`src/rtl/al_accel_pkg.sv`:
```
// al_accel_pkg
// Shared definitions for the accelerator pipeline stages:
//   - layer-type codes carried on cfg_layer_typ (CONV / DENSE / POOL)
//   - write-back stage FSM state encoding
//   - byte-strobe helper for single-byte writes
package al_accel_pkg;

    localparam logic [3:0] LAYER_CONV  = 4'd0;
    localparam logic [3:0] LAYER_DENSE = 4'd1;
    localparam logic [3:0] LAYER_POOL  = 4'd2;

    typedef enum logic [2:0] {
        G_START  = 3'd0,
        G_IDLE   = 3'd1,
        G_READ   = 3'd2,
        G_QUANT  = 3'd3,
        G_WRITE  = 3'd4,
        G_FINISH = 3'd5
    } wback_state_t;

    // One-hot strobe for a single byte at the given byte offset in a word.
    function automatic logic [3:0] byte_strb(input logic [1:0] offs);
        return 4'b0001 << offs;
    endfunction

endpackage

```
`src/rtl/al_accel_wback_quant.sv`:
```
// al_accel_wback_quant
// Purely combinational quantizer for final outputs:
//   optional ReLU, round-half-up, arithmetic right shift, int8 saturation.
// Build option: define WBACK_RELU_EN to clamp negative inputs to zero first.
// Ports:
//   acc   in  ACC_W  signed accumulator word
//   qsel  in  4      right-shift amount (0 = no shift, no rounding)
//   q     out 8      saturated int8 result
module al_accel_wback_quant #(
    parameter int ACC_W = 32
) (
    input  logic [ACC_W-1:0] acc,
    input  logic [3:0]       qsel,
    output logic [7:0]       q
);

    localparam logic signed [ACC_W:0] SAT_MAX = (ACC_W+1)'(127);
    localparam logic signed [ACC_W:0] SAT_MIN = -(ACC_W+1)'(128);

    logic signed [ACC_W-1:0] x;
    logic signed [ACC_W:0]   rnd;
    logic signed [ACC_W:0]   sum;
    logic signed [ACC_W:0]   shifted;

    always_comb begin
`ifdef WBACK_RELU_EN
        x = acc[ACC_W-1] ? '0 : $signed(acc);
`else
        x = $signed(acc);
`endif
        rnd = '0;
        if (qsel != 4'd0) begin
            rnd = (ACC_W+1)'(1) << (qsel - 4'd1);
        end
        // One extra bit of headroom so the rounding add cannot wrap.
        sum     = $signed({x[ACC_W-1], x}) + rnd;
        shifted = sum >>> qsel;
        // Saturate on the full-width value, then truncate.
        if (shifted > SAT_MAX) begin
            q = 8'h7F;
        end else if (shifted < SAT_MIN) begin
            q = 8'h80;
        end else begin
            q = shifted[7:0];
        end
    end

endmodule

```
`src/rtl/al_accel_wback_ctrl.sv`:
```
// al_accel_wback_ctrl
// Write-back stage controller. Accepts one job per COMPS hand-off, reads
// NUM_ACC accumulator words and writes each to memory: partial sums as raw
// 32-bit words, final outputs quantized to int8 and written as single bytes.
// Build option: WBACK_RELU_EN (applies ReLU to final outputs, see quant).
// Ports:
//   clk, resetn            clock, synchronous active-low reset
//   enb                    stage enable; 0 freezes all state, masks wr_valid
//   cfg_layer_typ          layer type; POOL keeps the stage parked in G_START
//   COMPS_*                COMPS status and job fields (captured on accept)
//   RDATA_rdy, RDATA_fin   upstream read stage status
//   acc_rd_en/idx/data     accumulator read port (data one cycle after en)
//   wr_valid/addr/data/strb/ready  memory write handshake
//   WBACK_start/rdy/fin    stage status back to COMPS
module al_accel_wback_ctrl
    import al_accel_pkg::*;
#(
    parameter int NUM_ACC = 3,
    parameter int ACC_W   = 32
) (
    input  logic             clk,
    input  logic             resetn,
    input  logic             enb,
    input  logic [3:0]       cfg_layer_typ,
    input  logic             COMPS_start,
    input  logic             COMPS_rdy,
    input  logic             COMPS_fin,
    input  logic             COMPS_is_out_fin,
    input  logic [31:0]      COMPS_ps_addr,
    input  logic [31:0]      COMPS_o_addr,
    input  logic [3:0]       COMPS_o_quant_sel,
    input  logic             RDATA_rdy,
    input  logic             RDATA_fin,
    output logic             acc_rd_en,
    output logic [3:0]       acc_rd_idx,
    input  logic [ACC_W-1:0] acc_rd_data,
    output logic             wr_valid,
    output logic [31:0]      wr_addr,
    output logic [31:0]      wr_data,
    output logic [3:0]       wr_strb,
    input  logic             wr_ready,
    output logic             WBACK_start,
    output logic             WBACK_rdy,
    output logic             WBACK_fin
);

    localparam logic [3:0] LAST_IDX = 4'(NUM_ACC - 1);

    wback_state_t state_reg;
    logic [3:0]   idx_reg;
    logic         is_out_reg;
    logic [31:0]  ps_addr_reg;
    logic [31:0]  o_addr_reg;
    logic [3:0]   qsel_reg;
    logic [31:0]  wr_addr_reg;
    logic [31:0]  wr_data_reg;
    logic [3:0]   wr_strb_reg;

    logic [31:0]  wr_addr_next;
    logic [31:0]  wr_data_next;
    logic [3:0]   wr_strb_next;
    logic [7:0]   q_byte;
    logic [31:0]  q_word;
    logic         rd_ok;
    logic         accept;

    assign WBACK_start = (state_reg == G_START);
    assign WBACK_rdy   = (state_reg == G_IDLE);
    assign WBACK_fin   = (state_reg == G_FINISH);
    assign acc_rd_en   = (state_reg == G_READ);
    assign acc_rd_idx  = idx_reg;
    assign wr_valid    = (state_reg == G_WRITE) && enb;
    assign wr_addr     = wr_addr_reg;
    assign wr_data     = wr_data_reg;
    assign wr_strb     = wr_strb_reg;

    assign rd_ok  = RDATA_rdy || RDATA_fin;
    // Same edge at which COMPS reloads its pipeline flops, so the COMPS_*
    // values seen now belong to the job being handed over.
    assign accept = COMPS_rdy && WBACK_rdy && rd_ok && enb;

    al_accel_wback_quant #(
        .ACC_W (ACC_W)
    ) u_quant (
        .acc  (acc_rd_data),
        .qsel (qsel_reg),
        .q    (q_byte)
    );

    // Final-output byte is replicated so the strobe alone selects the lane.
    generate
        for (genvar gi = 0; gi < 4; gi++) begin : g_lane
            assign q_word[8*gi +: 8] = q_byte;
        end
    endgenerate

    always_comb begin
        wr_addr_next = ps_addr_reg + (32'(idx_reg) << 2);
        wr_data_next = 32'(acc_rd_data);
        wr_strb_next = 4'b1111;
        if (is_out_reg) begin
            wr_addr_next = o_addr_reg + 32'(idx_reg);
            wr_data_next = q_word;
            wr_strb_next = byte_strb(wr_addr_next[1:0]);
        end
    end

    always_ff @(posedge clk) begin
        if (!resetn) begin
            state_reg   <= G_START;
            idx_reg     <= '0;
            is_out_reg  <= 1'b0;
            ps_addr_reg <= '0;
            o_addr_reg  <= '0;
            qsel_reg    <= '0;
            wr_addr_reg <= '0;
            wr_data_reg <= '0;
            wr_strb_reg <= '0;
        end else if (enb) begin
            case (state_reg)
                G_START: begin
                    if (cfg_layer_typ != LAYER_POOL && COMPS_start && rd_ok) begin
                        state_reg <= G_IDLE;
                    end
                end
                G_IDLE: begin
                    // Accept wins over COMPS_fin; finish is taken from a
                    // later idle cycle once the accepted job has drained.
                    if (accept) begin
                        is_out_reg  <= COMPS_is_out_fin;
                        ps_addr_reg <= COMPS_ps_addr;
                        o_addr_reg  <= COMPS_o_addr;
                        qsel_reg    <= COMPS_o_quant_sel;
                        idx_reg     <= '0;
                        state_reg   <= G_READ;
                    end else if (COMPS_fin) begin
                        state_reg <= G_FINISH;
                    end
                end
                G_READ: begin
                    state_reg <= G_QUANT;
                end
                G_QUANT: begin
                    wr_addr_reg <= wr_addr_next;
                    wr_data_reg <= wr_data_next;
                    wr_strb_reg <= wr_strb_next;
                    state_reg   <= G_WRITE;
                end
                G_WRITE: begin
                    if (wr_ready) begin
                        if (idx_reg == LAST_IDX) begin
                            state_reg <= G_IDLE;
                        end else begin
                            idx_reg   <= idx_reg + 4'd1;
                            state_reg <= G_READ;
                        end
                    end
                end
                G_FINISH: begin
                    state_reg <= G_FINISH;
                end
                default: begin
                    state_reg <= G_START;
                end
            endcase
        end
    end

endmodule

```
`config.mk`:
```
export PLATFORM = sky130hd
export DESIGN_NAME = al_accel_wback_ctrl
export DESIGN_NICKNAME = d
export VERILOG_FILES = /design/src/rtl/al_accel_pkg.sv /design/src/rtl/al_accel_wback_quant.sv /design/src/rtl/al_accel_wback_ctrl.sv
export SDC_FILE = /design/constraint.sdc
export NUM_CORES = 1
export LEC_CHECK = 0
export BUFFER_PORTS_ARGS = -buffer_cell sky130_fd_sc_hd__buf_2
export CELL_PAD_IN_SITES_DETAIL_PLACEMENT = 1
export CELL_PAD_IN_SITES_GLOBAL_PLACEMENT = 2
export CORE_ASPECT_RATIO = 1.5
export CORE_UTILIZATION = 35
export CTS_BUF_LIST = sky130_fd_sc_hd__clkbuf_8 sky130_fd_sc_hd__clkbuf_16
export CTS_CLUSTER_DIAMETER = 80
export DETAILED_ROUTE_END_ITERATION = 7
export HOLD_SLACK_MARGIN = 0.08
export PLACE_DENSITY_LB_ADDON = 0.1
export REMOVE_ABC_BUFFERS = 1
export SYNTH_ARGS = -nofsm -noshare
export SYNTH_HDL_FRONTEND = slang
export SYNTH_SLANG_ARGS = --single-unit
```
`constraint.sdc`:
```
create_clock -name clk -period 9.9 [get_ports clk]
set_input_delay 1.98 -clock clk [delete_from_list [all_inputs] [get_ports clk]]
set_output_delay 1.98 -clock clk [all_outputs]
set_load 0.05 [all_outputs]
```
Word level (Yosys, flattened, before mapping)

Cells that the tools add are included.
Widths: inputs -> output; s select.

Output and inout port bits: 77
Register bits after elaboration: 144
Input bits: 114
Word-level logic and storage cells: 61

Eq/ne operators: 12
Shift-type cells: 3
Muxes and demuxes: 16
$lt $le $gt $ge: 2
Add/subtract/negate cells: 5
Reductions and logical operators: 14

Operators by type and width:

| kind                 | number |
|---|---|
| $mux 32              | 2 |
| $add 32x33->33       | 1 |
| $gt 33x8->1 const B  | 1 |
| $lt 33x8->1 const B  | 1 |
| $mux 33              | 1 |
| $shl 1x4->33 const A | 1 |
| $sshr 33x4->33       | 1 |
| $add 32x4->32        | 1 |
| $add 32x6->32        | 1 |
| $pmux 3 s6           | 1 |
| $mux 4               | 4 |
| $mux 8               | 2 |
| $mux 3               | 4 |
| $pmux 4 s2           | 1 |
| $eq 3x2->1 const B   | 2 |
| $eq 3x3->1 const B   | 2 |
| $logic_and 1x1->1    | 6 |
| $reduce_and 5->1     | 1 |
| $add 4x1->4 const B  | 1 |
| $eq 4x2->1 const B   | 1 |
| $ne 2x1->1 const B   | 2 |
| $ne 2x2->1 const B   | 2 |
| $ne 4x2->1 const B   | 1 |
| $reduce_and 4->1     | 1 |
| other kinds (11)     | 11 |

Depth between registers and ports, before layout

Word-level depth: 9
Depth in mapped cells: 22
Gate-level depth less buffers: 18

Modules after synthesis

Synthesis repeated with hierarchy kept, for this count alone.

Cells, all modules: 1489
Area, all modules: 11648.7 µm²

Modules (own cells, without submodules):

| module               | seq. area each (µm²) | area each (µm²) | times used | cells each |
|---|---|---|---|---|
| al_accel_wback_ctrl  | 2882.8               | 7285.7          | 1          | 858 |
| al_accel_wback_quant | 0.0                  | 4362.9          | 1          | 631 |

Worst setup path after synthesis

Ideal clock, no wire load.

Path type: input port to flip-flop
Start point: input port acc_rd_data[0]
End point: register wr_data_reg[13], in the netlist wr_data[13]
Setup time: 0.070 ns
Path buffers: 0
Data required time: 9.830 ns
Arrival: 5.508 ns
Cell stages on the path: 15
Path slack: 4.322 ns
Path through: ha_1 inv_1 fa_1 nand2b_1 a21oi_2 o21ai_2 a2111oi_0 o21ai_1 a311oi_1 o221ai_1 a311oi_1 nand4_1 nor4_4 o221ai_2 a21oi_1

Cells in the longest elaborated chain, start to end: 6
Elaborated cells between the ends (all ways): 7
Classes of those cells: add/sub: 1; order compare: 2; shift: 1; mux: 3

RTL lines:

| what                 | RTL line                   | RTL |
|---|---|---|
| from (decl)          | al_accel_wback_ctrl.sv:36  | `input logic [ACC_W-1:0] acc_rd_data,` |
| $add 32x33->33 *     | al_accel_wback_quant.sv:36 | `sum = $signed({x[ACC_W-1], x}) + rnd;` |
| $sshr 33x4->33 *     | al_accel_wback_quant.sv:37 | `shifted = sum >>> qsel;` |
| $lt 33x8->1          | al_accel_wback_quant.sv:41 | `end else if (shifted < SAT_MIN) begin` |
| $mux 8               | al_accel_wback_quant.sv:41 |  |
| $mux 8 *             | al_accel_wback_quant.sv:39 | `if (shifted > SAT_MAX) begin` |
| $mux 32 *            | al_accel_wback_ctrl.sv:101 | `if (is_out_reg) begin` |
| to (signal assigned) | al_accel_wback_ctrl.sv:145 | `wr_data_reg <= wr_data_next;` |
| to (decl)            | al_accel_wback_ctrl.sv:56  | `logic [31:0] wr_data_reg;` |

Mark *: on every way between the ends. The rest lies on a longest branch, timed or not.
A chain may end at the register's enable or synchronous reset.

Worst setup path after layout

Start point: register qsel_reg[3]
End point: register wr_data_reg[3], in the netlist wr_data[3]

Cells in the longest elaborated chain, start to end: 9
Elaborated cells between the ends (all ways): 11
Classes of those cells: add/sub: 2; order compare: 2; shift: 2; mux: 4; reduce/logical: 1

RTL lines:

| what                   | RTL line                   | RTL |
|---|---|---|
| from (decl)            | al_accel_wback_ctrl.sv:54  | `logic [3:0] qsel_reg;` |
| from (signal assigned) | al_accel_wback_ctrl.sv:133 | `qsel_reg <= COMPS_o_quant_sel;` |
| $sub 4x1->4            | al_accel_wback_quant.sv:33 | `rnd = (ACC_W+1)'(1) << (qsel - 4'd1);` |
| $shl 1x4->33           | al_accel_wback_quant.sv:33 |  |
| $mux 33                | al_accel_wback_quant.sv:32 | `if (qsel != 4'd0) begin` |
| $add 32x33->33         | al_accel_wback_quant.sv:36 |  |
| $sshr 33x4->33 *       | al_accel_wback_quant.sv:37 |  |
| $lt 33x8->1            | al_accel_wback_quant.sv:41 |  |
| $mux 8                 | al_accel_wback_quant.sv:41 |  |
| $mux 8 *               | al_accel_wback_quant.sv:39 |  |
| $mux 32 *              | al_accel_wback_ctrl.sv:101 |  |

Marks and branches as above.

==> qor.json <==
{
  "placement.io_buffers": 190,
  "postLayoutCellArea_um2": 13100,
  "p_int_mw": 1.06,
  "cp_cell_sequence": "clkinv_1 -> nand2_1 -> nor2_1 -> ha_1 -> o211ai_1 -> a21oi_2 -> o21ai_2 -> a2111oi_0 -> o21ai_1 -> a311oi_1 -> o221ai_1 -> a311oi_1 -> nand4_1 -> nor4_4 -> o22ai_1 -> a21oi_1",
  "post_drt_via_cell_ratio": 6.01,
  "holdPathEnd": "wr_addr[17]",
  "power.ir.vdd_worst_mv": 0.0982,
  "via_count": 12550,
  "cts_max_path_buffers": 2,
  "setup_tns_ns": 0,
  "period_needed_ns": 7.25,
  "grt_start_max_net_pins": 76,
  "tritoncts_clock_tree": "yes",
  "max_slew_margin_pct": 18.9,
  "finalSetupViolations": 0,
  "tritoncts.num_buffers": 17,
  "core_box_area_um2": 31800,
  "grt_pass1_wl_um": 76800,
  "die_x_um": 149,
  "worstHoldPathType": "reg2reg",
  "final_layout_size_suffix_gt1_share_pct": 16.8,
  "placement.cell_area_um2": 12500,
  "asyncSetResetFlopFracSynth_pct": 0,
  "drt_first_iter_violations": 562,
  "synth-edff-count": 0,
  "drt-wirelength-per-cell_um": 24.3,
  "synth-compound-area-share_pct": 31.0,
  "clk_root_buffer_cell": "clkbuf_16",
  "clkTransAtPathRegs_ns": 0.06,
  "detailed_routing_iteration_count_for_the_pre_antenna_repair_pass": 5,
  "chipHeight_um": 222,
  "power_frac_seq_pct": 40.0,
  "grt_overflow_total": 0,
  "max_cap_viol_count": 0,
  "setup.worst_path.end_class": "flop",
  "cp-start-kind": "flop",
  "number_of_antenna_violations_at_the_first_check_in_global_routing": 3,
  "power_frac_comb_pct": 16.7,
  "htree_levels": 4,
  "detail_route.drc_violations": 0,
  "gp_congestion": 0.983,
  "postSynthRegisterBits": 144,
  "power_density_nw_per_um2": 115,
  "hold_path_depth": 2,
  "cp.depth": 16,
  "worst_path_max_stage_delay_ns": 0.98,
  "power.switching_uw": 446,
  "path_delay_family": "compound AO/OA/AOI/OAI gates",
  "worst_path_max_delay_cell": "a311oi_1",
  "clock_share_of_power_pct": 43.3,
  "fin_worst_hold_slack_ns": 0.460,
  "final-hold-violation-count": 0,
  "start_to_end_type_of_the_worst_setup_path": "reg2reg",
  "floorplan.initialDensity_pct": 35.6,
  "mux_contribution_to_synthesized_area_pct": 3.53,
  "dominant_combinational_cell_family_by_area_after_synthesis": "compound AO/OA/AOI/OAI gates",
  "run_status": "completed",
  "ios": 191,
  "totalWireLength_um": 50800,
  "xor_and_xnor_area_share_after_synthesis_pct": 4.88,
  "clock_insertion_delay_worst_skew_ns": 0.43,
  "power_switching_share_pct": 29.7,
  "ys_types": 89,
  "hold_start": "wr_addr[17]",
  "regToRegSetupSlack_ns": 2.65,
  "row_count": 80,
  "synth_fa_ha_area_share_pct": 3.41,
  "r2r_start": "qsel_reg[3]",
  "postSynthCellCount": 1541,
  "fmax_ghz": 0.138,
  "yosys_warnings": 0,
  "postCtsSetupBuffers": 0,
  "final_max_slew_viol_count": 0,
  "synthesis.area_per_instance_um2": 7.34,
  "tritoncts_num_sinks": 144,
  "hpwl_um": 38500,
  "critPathBufInv": 1,
  "tightest_slew_ns": 1.22,
  "grt_pass1_vias": 12683,
  "clock-skew-final_ns": 0.0103,
  "critical_path.most_common_cell": "a311oi_1",
  "ys_dominant_reg_cell": "dfxtp_1",
  "cp.arrival_ns": 7.60,
  "area_delta_synth_final_pct": 15.9,
  "layout_worst_path_cycle_share_pct": 73.2,
  "worst-path-max-fanout": 23,
  "crit-reg2reg-capture": "wr_data[3]",
  "synthesis.area_um2": 11300,
  "ctsResizeCount": 0,
  "cts_hold_repair.buffers": 0,
  "rsz_0062_raised_after_global_routing": "false",
  "final_net_count": 1806,
  "track_usage_pct": 31.0,
  "worst_r2r_path_depth": 16,
  "static-leakage-power_nw": 5.03,
  "design.die.area_um2": 33100,
  "antenna_left": 0,
  "yosysSeqAreaShare_pct": 25.5,
  "crit_required_ns": 10.25,
  "synthSimpleGateAreaFrac_pct": 26.8
}
-- placed cells by master (no fill, tap or decap), types with 7 or more instances in the layout --
cell type,netlist,layout
or3_1,35,35
a21oi_1,88,88
clkbuf_16,0,17
inv_1,23,25
mux2i_1,32,32
a21boi_0,96,96
a211oi_1,16,16
xor2_1,23,23
and3_1,28,27
nand2_1,273,273
a22oi_1,7,7
and4_1,7,7
nor2b_1,11,11
xnor2_1,40,40
a21o_1,10,10
o21ai_0,47,47
nor2_1,105,105
buf_4,3,22
buf_2,13,189
nand2b_1,8,8
nand3_1,68,67
a2111oi_0,9,9
o21ai_1,17,17
nand4_1,32,32
ha_1,26,26
and2_1,12,12
o211a_1,12,12
o22ai_1,11,11
o21a_1,7,7
nor4_1,10,10
nor3_1,32,32
dfxtp_1,144,143
o211ai_1,73,73
a31oi_1,7,7
a211o_1,7,7
-- layer usage --
metal	vias to the layer above	routed length, um	GRT usage, %
li1	5921	-	-
met1	6154	18700	32.1
met2	349	26600	56.7
met3	122	2330	6.12
met4	4	3210	18.8
met5	-	25	0
-- power by group through the flow --
| stage | Sequential, mW | Combinational, mW | Clock, mW |
|---|---|---|---|
| 2_1_floorplan | 0.616 | 0.135 | 0 |
| 3_3_place_gp | 0.613 | 0.247 | 0 |
| 3_5_place_dp | 0.613 | 0.247 | 0 |
| 4_1_cts | 0.600 | 0.248 | 0.667 |
| 5_1_grt | 0.602 | 0.269 | 0.695 |
| 6_report | 0.600 | 0.251 | 0.650 |
-- metrics by stage --
step,setup WS (ns),std cells,power [mW],utilization (%)
detailed placement,2.72,2054,0.860,39.3
floorplan,1.79,1433,0.751,-
CTS,2.93,2086,1.52,41.2
finish,2.65,2087,1.50,41.2
global route,2.37,2087,1.57,41.2
global placement,2.68,2054,0.860,39.3
-- worst max-delay path by stage --
stage | from | endpoint | slack, ns
floorplan | RDATA_fin | acc_rd_idx[1] | 1.79
detailed placement | acc_rd_data[0] | wr_data[30] | 2.72
CTS | qsel_reg[3] | wr_data[11] | 2.93
global route | qsel_reg[3] | wr_data[27] | 2.37
finish | qsel_reg[3] | wr_data[3] | 2.65
global placement | acc_rd_data[0] | wr_data[30] | 2.68
-- cell type report --
cell class / instances / area, um^2
clock buffer: 19 / 453
fill: 4049 / 18700
clock inverter: 13 / 136
inverter: 25 / 93.8
timing repair buffer: 211 / 1110
multi-input combinational: 1264 / 7920
sequential: 144 / 2880
antenna: 1 / 2.50
tap: 410 / 513
-- cell usage after synthesis (16+ instances only) --
cell | n | area, um^2
a211oi_1 | 16 | 120
xnor2_1 | 40 | 350
nand3_1 | 68 | 340
nand4_1 | 32 | 200
dfxtp_1 | 144 | 2880
o21ai_0 | 47 | 235
inv_1 | 23 | 86.3
a21boi_0 | 96 | 721
clkbuf_1 | 77 | 289
nor3_1 | 32 | 160
nand2_1 | 273 | 1020
ha_1 | 26 | 325
xor2_1 | 23 | 201
nor2_1 | 105 | 394
o211ai_1 | 73 | 548
mux2i_1 | 32 | 320
and3_1 | 28 | 175
a21oi_1 | 88 | 440
o21ai_1 | 17 | 85.1
or3_1 | 35 | 219
-- tightest hold or removal path, cell delays in order (launching register included) --
cell	delay [ns]
dfxtp_1	0.30
nand2_1	0.05
a21boi_0	0.06
-- logic make-up (layout without fill, tap and decap cells) --
family                     after synthesis  after routing
other                                    1              2
muxes                                   36             36
xor gates and xnor gates                63             63
and+or+nand+nor                        645            645
buffers and inverters                  133            268
adders and majority gates               29             29
AOI/OAI and AO/OA                      490            490
DFF                                    144            144
No activity file was read; power rests on OpenSTA's default activity.
